[config.mk]
export PLATFORM = sky130hd
export DESIGN_NAME = mul_norm_pack
export DESIGN_NICKNAME = d
export VERILOG_FILES = /design/src/rtl/mul_norm_pack.sv
export SDC_FILE = /design/constraint.sdc
export NUM_CORES = 1
export LEC_CHECK = 0
export CAP_MARGIN = 20
export CORE_MARGIN = 4
export CORE_UTILIZATION = 30
export CTS_BUF_LIST = sky130_fd_sc_hd__clkbuf_4 sky130_fd_sc_hd__clkbuf_8
export CTS_CLUSTER_SIZE = 14
export DETAILED_ROUTE_END_ITERATION = 7
export PLACE_DENSITY = 0.49
export SYNTH_ARGS = -nofsm -noshare
export SYNTH_HDL_FRONTEND = slang
export SYNTH_SLANG_ARGS = --single-unit
export TNS_END_PERCENT = 30
[constraint.sdc]
create_clock -name clk -period 7.6 [get_ports clk]
set_clock_uncertainty 0.15 [all_clocks]
set_input_delay 1.14 -clock clk [delete_from_list [all_inputs] [get_ports clk]]
set_output_delay 1.14 -clock clk [all_outputs]
set_load 0.02 [all_outputs]
[src/rtl/mul_norm_pack.sv]
// FP16 post-multiply stage: aligns sign/exponent side data with the mantissa product,
// normalises, rounds to nearest-even, resolves specials and queues packed results.
module mul_norm_pack #(
  parameter int EXP_W      = 5,
  parameter int FRAC_W     = 10,
  parameter int BIAS       = 15,
  parameter int MAN_LAT    = 2,
  parameter int FIFO_DEPTH = 4
) (
  input  logic                    clk,
  input  logic                    rst_n,
  input  logic                    in_valid,
  output logic                    in_ready,
  input  logic                    in_sign_a,
  input  logic                    in_sign_b,
  input  logic [EXP_W-1:0]        in_exp_a,
  input  logic [EXP_W-1:0]        in_exp_b,
  input  logic [15:0]             man_prod,
  output logic                    out_valid,
  input  logic                    out_ready,
  output logic [EXP_W+FRAC_W:0]   out_result,
  output logic [2:0]              out_flags
);

  localparam int RW = 1 + EXP_W + FRAC_W;
  localparam int EW = EXP_W + 2;
  localparam int AW = $clog2(FIFO_DEPTH);
  localparam int CW = $clog2(FIFO_DEPTH + MAN_LAT + 1) + 1;

  localparam logic [EXP_W-1:0]        EXP_ONES  = '1;
  localparam logic [FRAC_W-1:0]       QNAN_FRAC = FRAC_W'(1) << (FRAC_W - 1);
  localparam logic signed [EW-1:0]    E_BIAS    = EW'(BIAS);
  localparam logic signed [EW-1:0]    E_MAX     = EW'((2 ** EXP_W) - 1);
  localparam logic signed [EW-1:0]    E_ZERO    = '0;

  // mx is {m[14:0], sticky0}; returns {carry, frac} after round-to-nearest-even.
  function automatic logic [FRAC_W:0] round_rne(input logic [15:0] mx);
    logic [FRAC_W-1:0] frac;
    logic              g;
    logic              s;
    logic              up;
    frac = mx[14 -: FRAC_W];
    g    = mx[14-FRAC_W];
    s    = |(mx & ((16'd1 << (14 - FRAC_W)) - 16'd1));
    up   = g & (s | frac[0]);
    return {1'b0, frac} + {{FRAC_W{1'b0}}, up};
  endfunction

  // Returns {nan, ovf, unf, sign, exp, frac}; specials take priority over the product.
  function automatic logic [RW+2:0] pack_result(input logic             s,
                                                input logic [EXP_W-1:0] ea,
                                                input logic [EXP_W-1:0] eb,
                                                input logic [15:0]      p);
    logic                 n;
    logic [15:0]          mx;
    logic [FRAC_W:0]      rnd;
    logic signed [EW-1:0] e;
    logic [RW+2:0]        res;
    n   = p[15];
    mx  = n ? p : {p[14:0], 1'b0};
    rnd = round_rne(mx);
    e   = $signed(EW'(ea)) + $signed(EW'(eb)) - E_BIAS
        + $signed(EW'(n)) + $signed(EW'(rnd[FRAC_W]));
    if ((ea == '0 && eb == EXP_ONES) || (ea == EXP_ONES && eb == '0))
      res = {3'b100, 1'b0, EXP_ONES, QNAN_FRAC};
    else if (ea == EXP_ONES || eb == EXP_ONES)
      res = {3'b000, s, EXP_ONES, {FRAC_W{1'b0}}};
    else if (ea == '0 || eb == '0)
      res = {3'b000, s, {(EXP_W + FRAC_W){1'b0}}};
    else if (e >= E_MAX)
      res = {3'b010, s, EXP_ONES, {FRAC_W{1'b0}}};
    else if (e <= E_ZERO)
      res = {3'b001, s, {(EXP_W + FRAC_W){1'b0}}};
    else
      res = {3'b000, s, e[EXP_W-1:0], rnd[FRAC_W-1:0]};
    return res;
  endfunction

  logic                 w_accept;
  logic                 w_push;
  logic                 w_pop;
  logic [CW-1:0]        w_inflight;
  logic [RW+2:0]        w_pack;

  logic [MAN_LAT:1]     r_vld_p;
  logic [MAN_LAT:1]     r_sign_p;
  logic [EXP_W-1:0]     r_ea_p [1:MAN_LAT];
  logic [EXP_W-1:0]     r_eb_p [1:MAN_LAT];

  logic [RW+2:0]        r_mem [FIFO_DEPTH];
  logic [AW-1:0]        r_wr;
  logic [AW-1:0]        r_rd;
  logic [CW-1:0]        r_cnt;

  assign w_accept = in_valid & in_ready;

  // Credit counts every result already committed downstream of the accept point.
  always_comb begin
    w_inflight = r_cnt;
    for (int k = 1; k <= MAN_LAT; k++)
      w_inflight = w_inflight + CW'(r_vld_p[k]);
  end

  assign in_ready = (w_inflight < CW'(FIFO_DEPTH));

  // Side pipe stages 1..MAN_LAT: free-running, no stall
  always_ff @(posedge clk or negedge rst_n) begin
    if (!rst_n) begin
      r_vld_p <= '0;
    end else begin
      r_vld_p[1] <= w_accept;
      for (int k = 2; k <= MAN_LAT; k++)
        r_vld_p[k] <= r_vld_p[k-1];
    end
  end

  always_ff @(posedge clk) begin
    r_sign_p[1] <= in_sign_a ^ in_sign_b;
    r_ea_p[1]   <= in_exp_a;
    r_eb_p[1]   <= in_exp_b;
    for (int k = 2; k <= MAN_LAT; k++) begin
      r_sign_p[k] <= r_sign_p[k-1];
      r_ea_p[k]   <= r_ea_p[k-1];
      r_eb_p[k]   <= r_eb_p[k-1];
    end
  end

  // Last stage: product arrives, result formed combinationally and pushed on the next edge
  always_comb begin
    w_pack = pack_result(r_sign_p[MAN_LAT], r_ea_p[MAN_LAT], r_eb_p[MAN_LAT], man_prod);
  end

  assign w_push    = r_vld_p[MAN_LAT];
  assign out_valid = (r_cnt != '0);
  assign w_pop     = out_valid & out_ready;

  // Output FIFO stage
  always_ff @(posedge clk or negedge rst_n) begin
    if (!rst_n) begin
      r_cnt <= '0;
      r_wr  <= '0;
      r_rd  <= '0;
    end else begin
      if (w_push) r_wr <= r_wr + AW'(1);
      if (w_pop)  r_rd <= r_rd + AW'(1);
      case ({w_push, w_pop})
        2'b10:   r_cnt <= r_cnt + CW'(1);
        2'b01:   r_cnt <= r_cnt - CW'(1);
        default: r_cnt <= r_cnt;
      endcase
    end
  end

  always_ff @(posedge clk) begin
    if (w_push) r_mem[r_wr] <= w_pack;
  end

  // Head is forced to zero when empty so outputs are clean out of reset.
  assign {out_flags, out_result} = out_valid ? r_mem[r_rd] : '0;

endmodule

==> results.json, run 1 <==
{
  "min_from": "r_eb_p[1][1]$_DFF_P_",
  "n_antenna_cell": 0,
  "dieArea_um2": 18500,
  "start_kind": "primary input",
  "syn_avg_cell_area_um2": 14.1,
  "floorplan.initialDensity_pct": 30.8,
  "cts_buffers": 9,
  "slew_viol_final": 0,
  "synth_edf_count": 76,
  "root_buffer": "clkbuf_8",
  "cts_resized": 0,
  "hold_buffers": 0,
  "register_area_um2": 2970,
  "layout-drive-gt1-share_pct": 12.4,
  "die_w_um": 136,
  "path_class": "in -> reg",
  "cts_setup_buffers": 0,
  "ys_types": 46,
  "ios": 53,
  "first_pass_iters": 4,
  "whs_endpoint": "r_eb_p[2][1]$_DFF_P_",
  "clockBufferDepth": 2,
  "min_path_type": "reg -> reg",
  "hold_viol": 0,
  "cp_max_fo": 23,
  "hpwl_mm": 6.72,
  "coreArea_um2": 15900,
  "fin_util_pct": 37.0,
  "power.density_nw_per_um2": 317,
  "maxCapViolations": 0,
  "vias": 2838,
  "drtIter0Drc": 141,
  "clk_latency_ns": 0.39,
  "period_minus_slack_ns": 5.93,
  "drt-wirelength-per-cell_um": 15.3,
  "syn_to_final_growth_pct": 20.0,
  "status": "finished clean",
  "rsz0062_at_grt": "false",
  "relSlewSlack_pct": 26.6,
  "final.fill_count": 1555,
  "synthArstFlopShare_pct": 9.26,
  "hold_depth": 0,
  "crit_required_ns": 7.50,
  "final_nets": 458,
  "place_congestion": 0.760,
  "io_buffers": 52,
  "r2r-start": "r_eb_p[2][0]$_DFF_P_",
  "pre_cts_slack_ns": 1.31,
  "grt_pass1_vias": 2981,
  "irDropWorstVdd_mv": 0.108,
  "cp-end-kind": "flip-flop",
  "grtUsageTotal_pct": 11.2,
  "viasPerCell": 4.53,
  "die_h_um": 136,
  "synth-seq-cells": 108,
  "wirelength_mm": 9.61,
  "htree_levels": 3,
  "clk_pin_slew_worst_paths_ns": 0.10,
  "yosysSeqAreaShare_pct": 60.5,
  "grt_pass1_wl_mm": 15.6,
  "cts.sinks": 108,
  "reg2regPathDepth": 8,
  "holdWs_ns": 0.187,
  "worst_slack_ns": 1.67,
  "rr_endpoint": "r_mem[3][4]$_DFFE_PP_",
  "synth_top_flop_cell": "edfxtp_1",
  "antenna_found_initial": 0,
  "syn_area_um2": 4920,
  "num_rows": 46,
  "yosysWarningCount": 0,
  "grt-ovfl-total": 0,
  "ant_nets": 0,
  "crit_arrival_ns": 5.84,
  "grt_max_degree": 24,
  "final-setup-viol-count": 0,
  "drcViolationCount": 0,
  "max_freq_ghz": 0.169,
  "post-route-period-util_pct": 78.1,
  "synth_cells": 348,
  "synth_nets": 401,
  "finalSetupTns_ns": 0,
  "r2r_slack_ns": 3.55,
  "multi_input_area_um2": 1830,
  "power_leakage_uw": 0.00212,
  "cts_tree": "done",
  "tightest_slew_ns": 1.10
}
==> synthesized netlist by cell type, drive strengths merged (3+ instances only) <==
cell type	instances	area (um^2)
edfxtp	76	2280
and2	27	169
dfxtp	22	440
nor2	20	75.1
mux4	19	428
ha	18	225
inv	16	60.1
nand2	16	60.1
xor2	15	139
nand3	13	70.1
dfrtp	10	250
a21oi	8	40.0
o21ai	8	40.0
xnor2	8	70.1
clkbuf	6	22.5
nor3	6	30.0
mux2	5	56.3
a2111oi	4	41.3
a21o	4	30.0
buf	4	28.8
mux2i	4	40.0
nor2b	4	25.0
a21boi	3	22.5
and3	3	18.8
fa	3	60.1
nand2b	3	18.8
nand4	3	18.8
or4	3	22.5
==> layout by cell type (no fill, tap or decap), drive strengths merged, types with 13 or more instances in the layout <==
cell,instances
edfxtp,76
clkdlybuf4s50,52
and2,27
dfxtp,22
nor2,20
inv,20
mux4,19
ha,18
nand2,16
xor2,15
nand3,13
==> power breakdown <==
group	internal, uW	switching [uW]
clock network	128	209
logic	369	340
registers	735	91.1
==> layout make-up <==
cell class              instances  share of cell area (%)
clock buffers                   9                    2.10
clock inverters                 7                    1.15
inverters                      16                    1.02
multi-input cells             214                    31.1
flip-flops and latches        108                    50.4
well taps                     216                    4.58
repair buffers                 56                    9.67
==> metrics by stage <==
step	total power [uW]	std cells	cell area, um^2
2_1_floorplan	1270	348	4920
3_3_place_gp	1560	609	5680
3_5_place_dp	1570	609	5680
4_1_cts	1910	625	5870
5_1_grt	2000	626	5900
6_report	1870	626	5900
==> how the worst max path moves through the flow <==
| stage | startpoint | end | slack, ns | depth (start not counted) |
|---|---|---|---|---|
| finish | man_prod[15] | r_mem[3][4]$_DFFE_PP_ | 1.67 | 15 |
| CTS | man_prod[15] | r_mem[3][4]$_DFFE_PP_ | 1.69 | 15 |
| floorplan | man_prod[15] | r_mem[0][6]$_DFFE_PP_ | 2.35 | 18 |
| global placement | man_prod[15] | r_mem[0][4]$_DFFE_PP_ | 1.51 | 16 |
| global route | man_prod[15] | r_mem[0][6]$_DFFE_PP_ | 1.24 | 15 |
| detailed placement | man_prod[15] | r_mem[3][4]$_DFFE_PP_ | 1.31 | 15 |
==> sequential cells by signal (all words and copies together), names as in the netlist <==
signal and flops:
r_vld_p 2, r_sign_p 2, r_rd 2, r_wr 2, r_mem 76, r_cnt 4, r_ea_p 10, r_eb_p 10
==> layer usage <==
metal	track usage [%]	up-vias	part of all wire [%]
met3	3.11	8	3.4
met5	0	-	0
met4	3.53	0	1.2
met2	18.8	45	51
met1	13.9	1380	44
li1	-	1405	-
==> cells by family after synthesis <==
logic type	share of synthesized area [%]
AO/OA/AOI/OAI	4.99
XOR/XNOR	4.25
adder cells (fa/ha/maj)	5.80
buffers and inverters	2.27
flip-flops	60.5
multiplexers	10.7
AND/OR/NAND/NOR	11.6
==> worst max-delay path, cell delays in order <==
cell and delay [ns]:
clkdlybuf4s50_1 0.40, buf_4 0.22, nand2b_1 0.18, a21boi_0 0.17, ha_1 0.25, and3_1 0.19
nand3_1 0.14, nor2_1 0.19, nand3_1 0.12, fa_1 0.42, fa_1 0.44, nor4_2 0.36
mux2i_1 0.27, a32oi_1 0.41, a2111oi_0 0.93
(Power assumes the default switching activity.)
==> run 2: changes to the inputs <==
clock period = 5.55 ns   (was 7.6 ns; I/O delays follow)
==> run 2 against run 1 <==
  * Die area unchanged
  * Via count is 2.2% higher
  * Non-clock buffer count increased by 4
  * Total power rose by 42%
  * Sequential cell count is the same
  * Clock power grew 55%
  * Count of clock-buffer cells in the layout up 2
  * Register-to-register slack got worse by 1.5 ns
  * Largest power group unchanged
  * Sequential share of layout area fell by 0.76 points
  * Sequential power up 34%
==> results.json, run 2 (synthesized netlist as in run 1, its figures left out) <==
{
  "status": "finished clean",
  "top_register": "r_mem",
  "final_cell_mix": "edfxtp_1, clkdlybuf4s50_1, and2_1, dfxtp_1, nor2_1",
  "grtUsageTotal_pct": 11.4,
  "viasPerCell": 4.60,
  "final.fill_count": 1527,
  "syn_to_final_growth_pct": 21.8,
  "period_minus_slack_ns": 4.99,
  "fin_util_pct": 37.5,
  "floorplan.initialDensity_pct": 30.8,
  "place_inst": 614,
  "cp_max_fo": 11,
  "crit_arrival_ns": 5.08,
  "dieArea_um2": 18500,
  "grt-ovfl-total": 0,
  "max_freq_ghz": 0.200,
  "tightest_slew_ns": 1.08,
  "swShare_pct": 32.3,
  "antenna_found_initial": 0,
  "n_antenna_cell": 0,
  "rsz0062_at_grt": "false",
  "coreArea_um2": 15900,
  "crit_required_ns": 5.64,
  "hpwl_mm": 7.13,
  "root_buffer": "clkbuf_8",
  "drtIter0Drc": 116,
  "layout-drive-gt1-share_pct": 13.5,
  "hold_viol": 0,
  "p_comb_share_pct": 38.2,
  "cp-end-kind": "flip-flop",
  "grt_max_degree": 22,
  "first_pass_iters": 4,
  "power_leakage_uw": 0.00216,
  "clk_latency_ns": 0.37,
  "min_path_type": "reg -> reg",
  "htree_levels": 3,
  "clock_power_share_pct": 19.8,
  "clockBufferDepth": 2,
  "num_rows": 46,
  "hold_buffers": 0,
  "drcViolationCount": 0,
  "io_buffers": 52,
  "intPower_uw": 1790,
  "design_power_total_uw": 2650,
  "power.density_nw_per_um2": 443,
  "die_w_um": 136,
  "largest_reg_flops": 76,
  "maxCapViolations": 0,
  "place_congestion": 0.772,
  "worst_slack_ns": 0.561,
  "ios": 53,
  "post-route-period-util_pct": 89.9,
  "path_class": "in -> reg",
  "relSlewSlack_pct": 28.3,
  "holdWs_ns": 0.183,
  "cts_buffers": 9,
  "slew_viol_final": 0,
  "wirelength_mm": 9.87,
  "cts.sinks": 108,
  "top_regs": "r_mem (76), r_ea_p (10), r_eb_p (10)",
  "vias": 2900,
  "grt_pass1_vias": 3115,
  "start_kind": "primary input",
  "final_common_cell": "edfxtp_1",
  "final_nets": 462,
  "cts_tree": "done",
  "clk_pin_slew_worst_paths_ns": 0.09,
  "ant_nets": 0,
  "stdcell_count": 630,
  "grt_pass1_wl_mm": 16.1,
  "drt-wirelength-per-cell_um": 15.7,
  "p_sw_uw": 855,
  "seq_power_share_pct": 42.1,
  "pre_cts_slack_ns": -0.376,
  "irDropWorstVdd_mv": 0.163,
  "final-setup-viol-count": 0,
  "die_h_um": 136
}
## run 2: per-layer routing
| metal | part of all wire, % | track usage [%] |
|---|---|---|
| met5 | 0 | 0 |
| met3 | 3.4 | 3.11 |
| met4 | 1.4 | 3.58 |
| met2 | 50 | 19.1 |
| met1 | 45 | 14.5 |
## run 2: repair_timing
item / 4_1_cts / 5_1_grt
setup endpoints to repair: 4 / 4
gates resized for setup: 1 / 1
pin swaps: 0 / 0
buffers inserted: 0 / 0
## run 2: critical path, cell delays in order
cell             delay (ns)
clkdlybuf4s50_1        0.49
nand2b_1               0.20
a21boi_0               0.17
ha_1                   0.24
and3_1                 0.20
nand3_1                0.13
nor2_1                 0.20
nand3_1                0.12
fa_1                   0.42
fa_1                   0.44
nor4_2                 0.36
mux2i_1                0.36
a32oi_4                0.27
a2111oi_0              0.43
buf_4                  0.20
## run 2: power by group through the flow
stage               clock (uW)  combinational (uW)  sequential (uW)
floorplan                    0                 681             1060
global placement             0                1010             1130
detailed placement           0                1030             1140
CTS                        542                1040             1120
global route               571                1110             1130
finish                     524                1010             1110
## run 2: path summary, 6_finish.rpt
kind / slack (ns) / depth (start not counted) / to / from
max in group asynchronous: 4.29 / 1 / r_cnt[2]$_DFFE_PN0P_ / rst_n
hold / removal: 0.18 / 0 / r_ea_p[2][2]$_DFF_P_ / r_ea_p[1][2]$_DFF_P_
min in group asynchronous: 0.63 / 1 / r_vld_p[1]$_DFF_PN0_ / rst_n
setup reg to reg: 2.04 / 9 / r_mem[3][4]$_DFFE_PP_ / r_eb_p[2][0]$_DFF_P_
setup / recovery: 0.56 / 15 / r_mem[3][4]$_DFFE_PP_ / man_prod[15]
hold reg to reg: 0.18 / 0 / r_ea_p[2][2]$_DFF_P_ / r_ea_p[1][2]$_DFF_P_
## run 2: final cells by class
cell class	instances	area [um^2]	area share, %
Clock buffer	11	139	2.32
Timing Repair Buffer	60	608	10.2
Inverter	16	60.1	1.00
Tap cell	216	270	4.52
Sequential cell	108	2970	49.7
Multi-Input combinational cell	214	1850	30.9
Clock inverter	5	85.1	1.42
## run 2: per-stage QoR
stage,instance area (um^2),TNS (ns)
2_1_floorplan,4920,0
3_3_place_gp,5700,-7.48
3_5_place_dp,5740,-13.58
4_1_cts,5970,0
5_1_grt,5990,0
6_report,5990,0
==> run 3: changes to the inputs <==
--- a/constraint.sdc
+++ b/constraint.sdc
@@ -3,3 +3,3 @@
 set_input_delay 0.8325 -clock clk [delete_from_list [all_inputs] [get_ports clk]]
 set_output_delay 0.8325 -clock clk [all_outputs]
-set_load 0.02 [all_outputs]
+set_load 0.005 [all_outputs]
==> run 3 against run 2 <==
  * Die area is the same
  * Global-route usage is essentially flat
  * Worst setup slack lost 0.23 ns
  * Via count shrank 0.45%
  * Sequential cell count is the same
  * First-iteration DRC count grew 42%
  * Worst hold slack lost 0.0032 ns
  * Final cell count is the same
  * Total power shrank 7.3%
  * Sequential power is essentially flat
  * Largest cell class unchanged
==> results.json, run 3 (synthesized netlist as in run 1, its figures left out) <==
{
  "status": "finished clean",
  "place_congestion": 0.778,
  "dieArea_um2": 18500,
  "cts_tree": "done",
  "r2r_slack_ns": 1.81,
  "fin_area_um2": 5950,
  "crit_required_ns": 5.54,
  "register_area_um2": 2970,
  "hold_viol": 0,
  "post-route-period-util_pct": 94.0,
  "antenna_found_initial": 0,
  "final_cell_mix": "edfxtp_1, clkdlybuf4s50_1, and2_1, dfxtp_1, nor2_1",
  "cpPeakStageDelay_ns": 0.73,
  "drcViolationCount": 0,
  "path_depth": 16,
  "coreArea_um2": 15900,
  "ant_nets": 0,
  "grt-ovfl-total": 0,
  "cpLargestDelayFamily": "compound AO/OA/AOI/OAI gates",
  "tightest_slew_ns": 1.08,
  "largest_reg_flops": 76,
  "period_minus_slack_ns": 5.22,
  "max_freq_ghz": 0.192,
  "cts_setup_buffers": 0,
  "drt-wirelength-per-cell_um": 15.8,
  "cts_resized": 0,
  "final.fill_count": 1544,
  "crit_end": "r_mem[2][4]$_DFFE_PP_",
  "grt_max_degree": 22,
  "min_path_type": "reg -> reg",
  "relSlewSlack_pct": 28.0,
  "path_cells": "clkdlybuf4s50_1 > nand2b_1 > a21boi_0 > ha_1 > and3_1 > nand3_1 > nor2_1 > nand3_1 > fa_1 > fa_1 > nand2b_1 > a21oi_1 > nand4_1 > a32oi_2 > a2111oi_0 > buf_4",
  "rr_endpoint": "r_mem[2][4]$_DFFE_PP_",
  "viasPerCell": 4.58,
  "floorplan.initialDensity_pct": 30.8,
  "crit_arrival_ns": 5.21,
  "htree_levels": 3,
  "top_register": "r_mem",
  "ios": 53,
  "n_antenna_cell": 0,
  "final_nets": 462,
  "top_regs": "r_mem (76), r_ea_p (10), r_eb_p (10)",
  "cts.sinks": 108,
  "syn_to_final_growth_pct": 21.1,
  "multi_input_area_um2": 1840,
  "power.density_nw_per_um2": 413,
  "grt_pass1_vias": 3026,
  "final_common_cell": "edfxtp_1",
  "layout-drive-gt1-share_pct": 13.5,
  "clockBufferDepth": 2,
  "die_w_um": 136,
  "cp_slowest_cell": "a32oi_2",
  "holdWs_ns": 0.180,
  "final-setup-viol-count": 0,
  "path_buf_inv": 2,
  "hpwl_mm": 6.84,
  "drtIter0Drc": 165,
  "vias": 2887,
  "start_kind": "primary input",
  "finalSetupTns_ns": 0,
  "critPathLaunch": "man_prod[15]",
  "design_power_total_uw": 2460,
  "placed_area_um2": 5700,
  "hold_buffers": 0,
  "maxCapViolations": 0,
  "clk_latency_ns": 0.38,
  "cts_buffers": 9,
  "cp-end-kind": "flip-flop",
  "path_class": "in -> reg",
  "clk_pin_slew_worst_paths_ns": 0.11,
  "num_rows": 46,
  "grtUsageTotal_pct": 11.4,
  "first_pass_iters": 4,
  "slew_viol_final": 0,
  "power_leakage_uw": 0.00215,
  "grt_pass1_wl_mm": 16.2,
  "root_buffer": "clkbuf_8",
  "die_h_um": 136,
  "irDropWorstVdd_mv": 0.155,
  "io_buffers": 52,
  "wirelength_mm": 9.93,
  "r2r-start": "r_eb_p[2][0]$_DFF_P_",
  "reg2regPathDepth": 10,
  "cp_max_fo": 11
}
==> run 3: changes by cell type in the layout (fill, tap and decap cells not counted) <==
cell        delta
a32oi_4        -1
clkinvlp_4     -1
inv_8          +3
bufinv_16      -2
buf_8          -1
clkinvlp_2     +1
clkbuf_4       -2
a32oi_2        +1
clkinv_4       +1
buf_16         +1
==> run 3: per-layer routing <==
metal | up-vias | wire, um | GRT usage, %
met5 | - | 0 | 0
met4 | 0 | 135 | 3.25
met3 | 11 | 349 | 3.15
met2 | 48 | 5010 | 19.4
met1 | 1418 | 4440 | 14.3
li1 | 1410 | - | -
==> run 3: metrics by stage <==
| stage | cells | utilization, % | worst slack, ns |
|---|---|---|---|
| finish | 630 | 37.3 | 0.331 |
| detailed placement | 612 | 35.8 | -0.383 |
| global route | 630 | 37.3 | -0.0153 |
| CTS | 628 | 36.9 | 0.0156 |
| floorplan | 348 | - | 0.611 |
| global placement | 612 | 35.8 | -0.257 |
==> run 3: worst min path at each step <==
stage	startpoint	end	cells after the start
after floorplan	r_ea_p[1][0]$_DFF_P_	r_ea_p[2][0]$_DFF_P_	0
after global placement	r_eb_p[1][0]$_DFF_P_	r_eb_p[2][0]$_DFF_P_	0
after detailed placement	r_ea_p[1][2]$_DFF_P_	r_ea_p[2][2]$_DFF_P_	0
after CTS	r_eb_p[1][4]$_DFF_P_	r_eb_p[2][4]$_DFF_P_	0
after global routing	r_eb_p[1][4]$_DFF_P_	r_eb_p[2][4]$_DFF_P_	0
final	r_eb_p[1][4]$_DFF_P_	r_eb_p[2][4]$_DFF_P_	0
==> run 3: worst reg2reg max path, cell delays in order, from the launching register on <==
cell and delay (ns):
dfxtp_1 0.38, inv_1 0.05, ha_1 0.29, fa_1 0.43
fa_1 0.44, nand2b_1 0.17, a21oi_1 0.27, nand4_1 0.22
a32oi_2 0.73, a2111oi_0 0.17, buf_4 0.19
==> run 3: cell type report <==
| class | instances | share of cell area [%] |
|---|---|---|
| clock inverter | 7 | 1.09 |
| sequential | 108 | 49.9 |
| multi-input combinational | 214 | 30.9 |
| clock buffer | 9 | 2.08 |
| tap | 216 | 4.54 |
| timing repair buffer | 60 | 10.4 |
| inverter | 16 | 1.01 |
==> run 3: power breakdown <==
part           total [uW]  switching, uW  internal [uW]
clock                 457            283            175
sequential           1090           83.2           1010
combinational         909            390            519
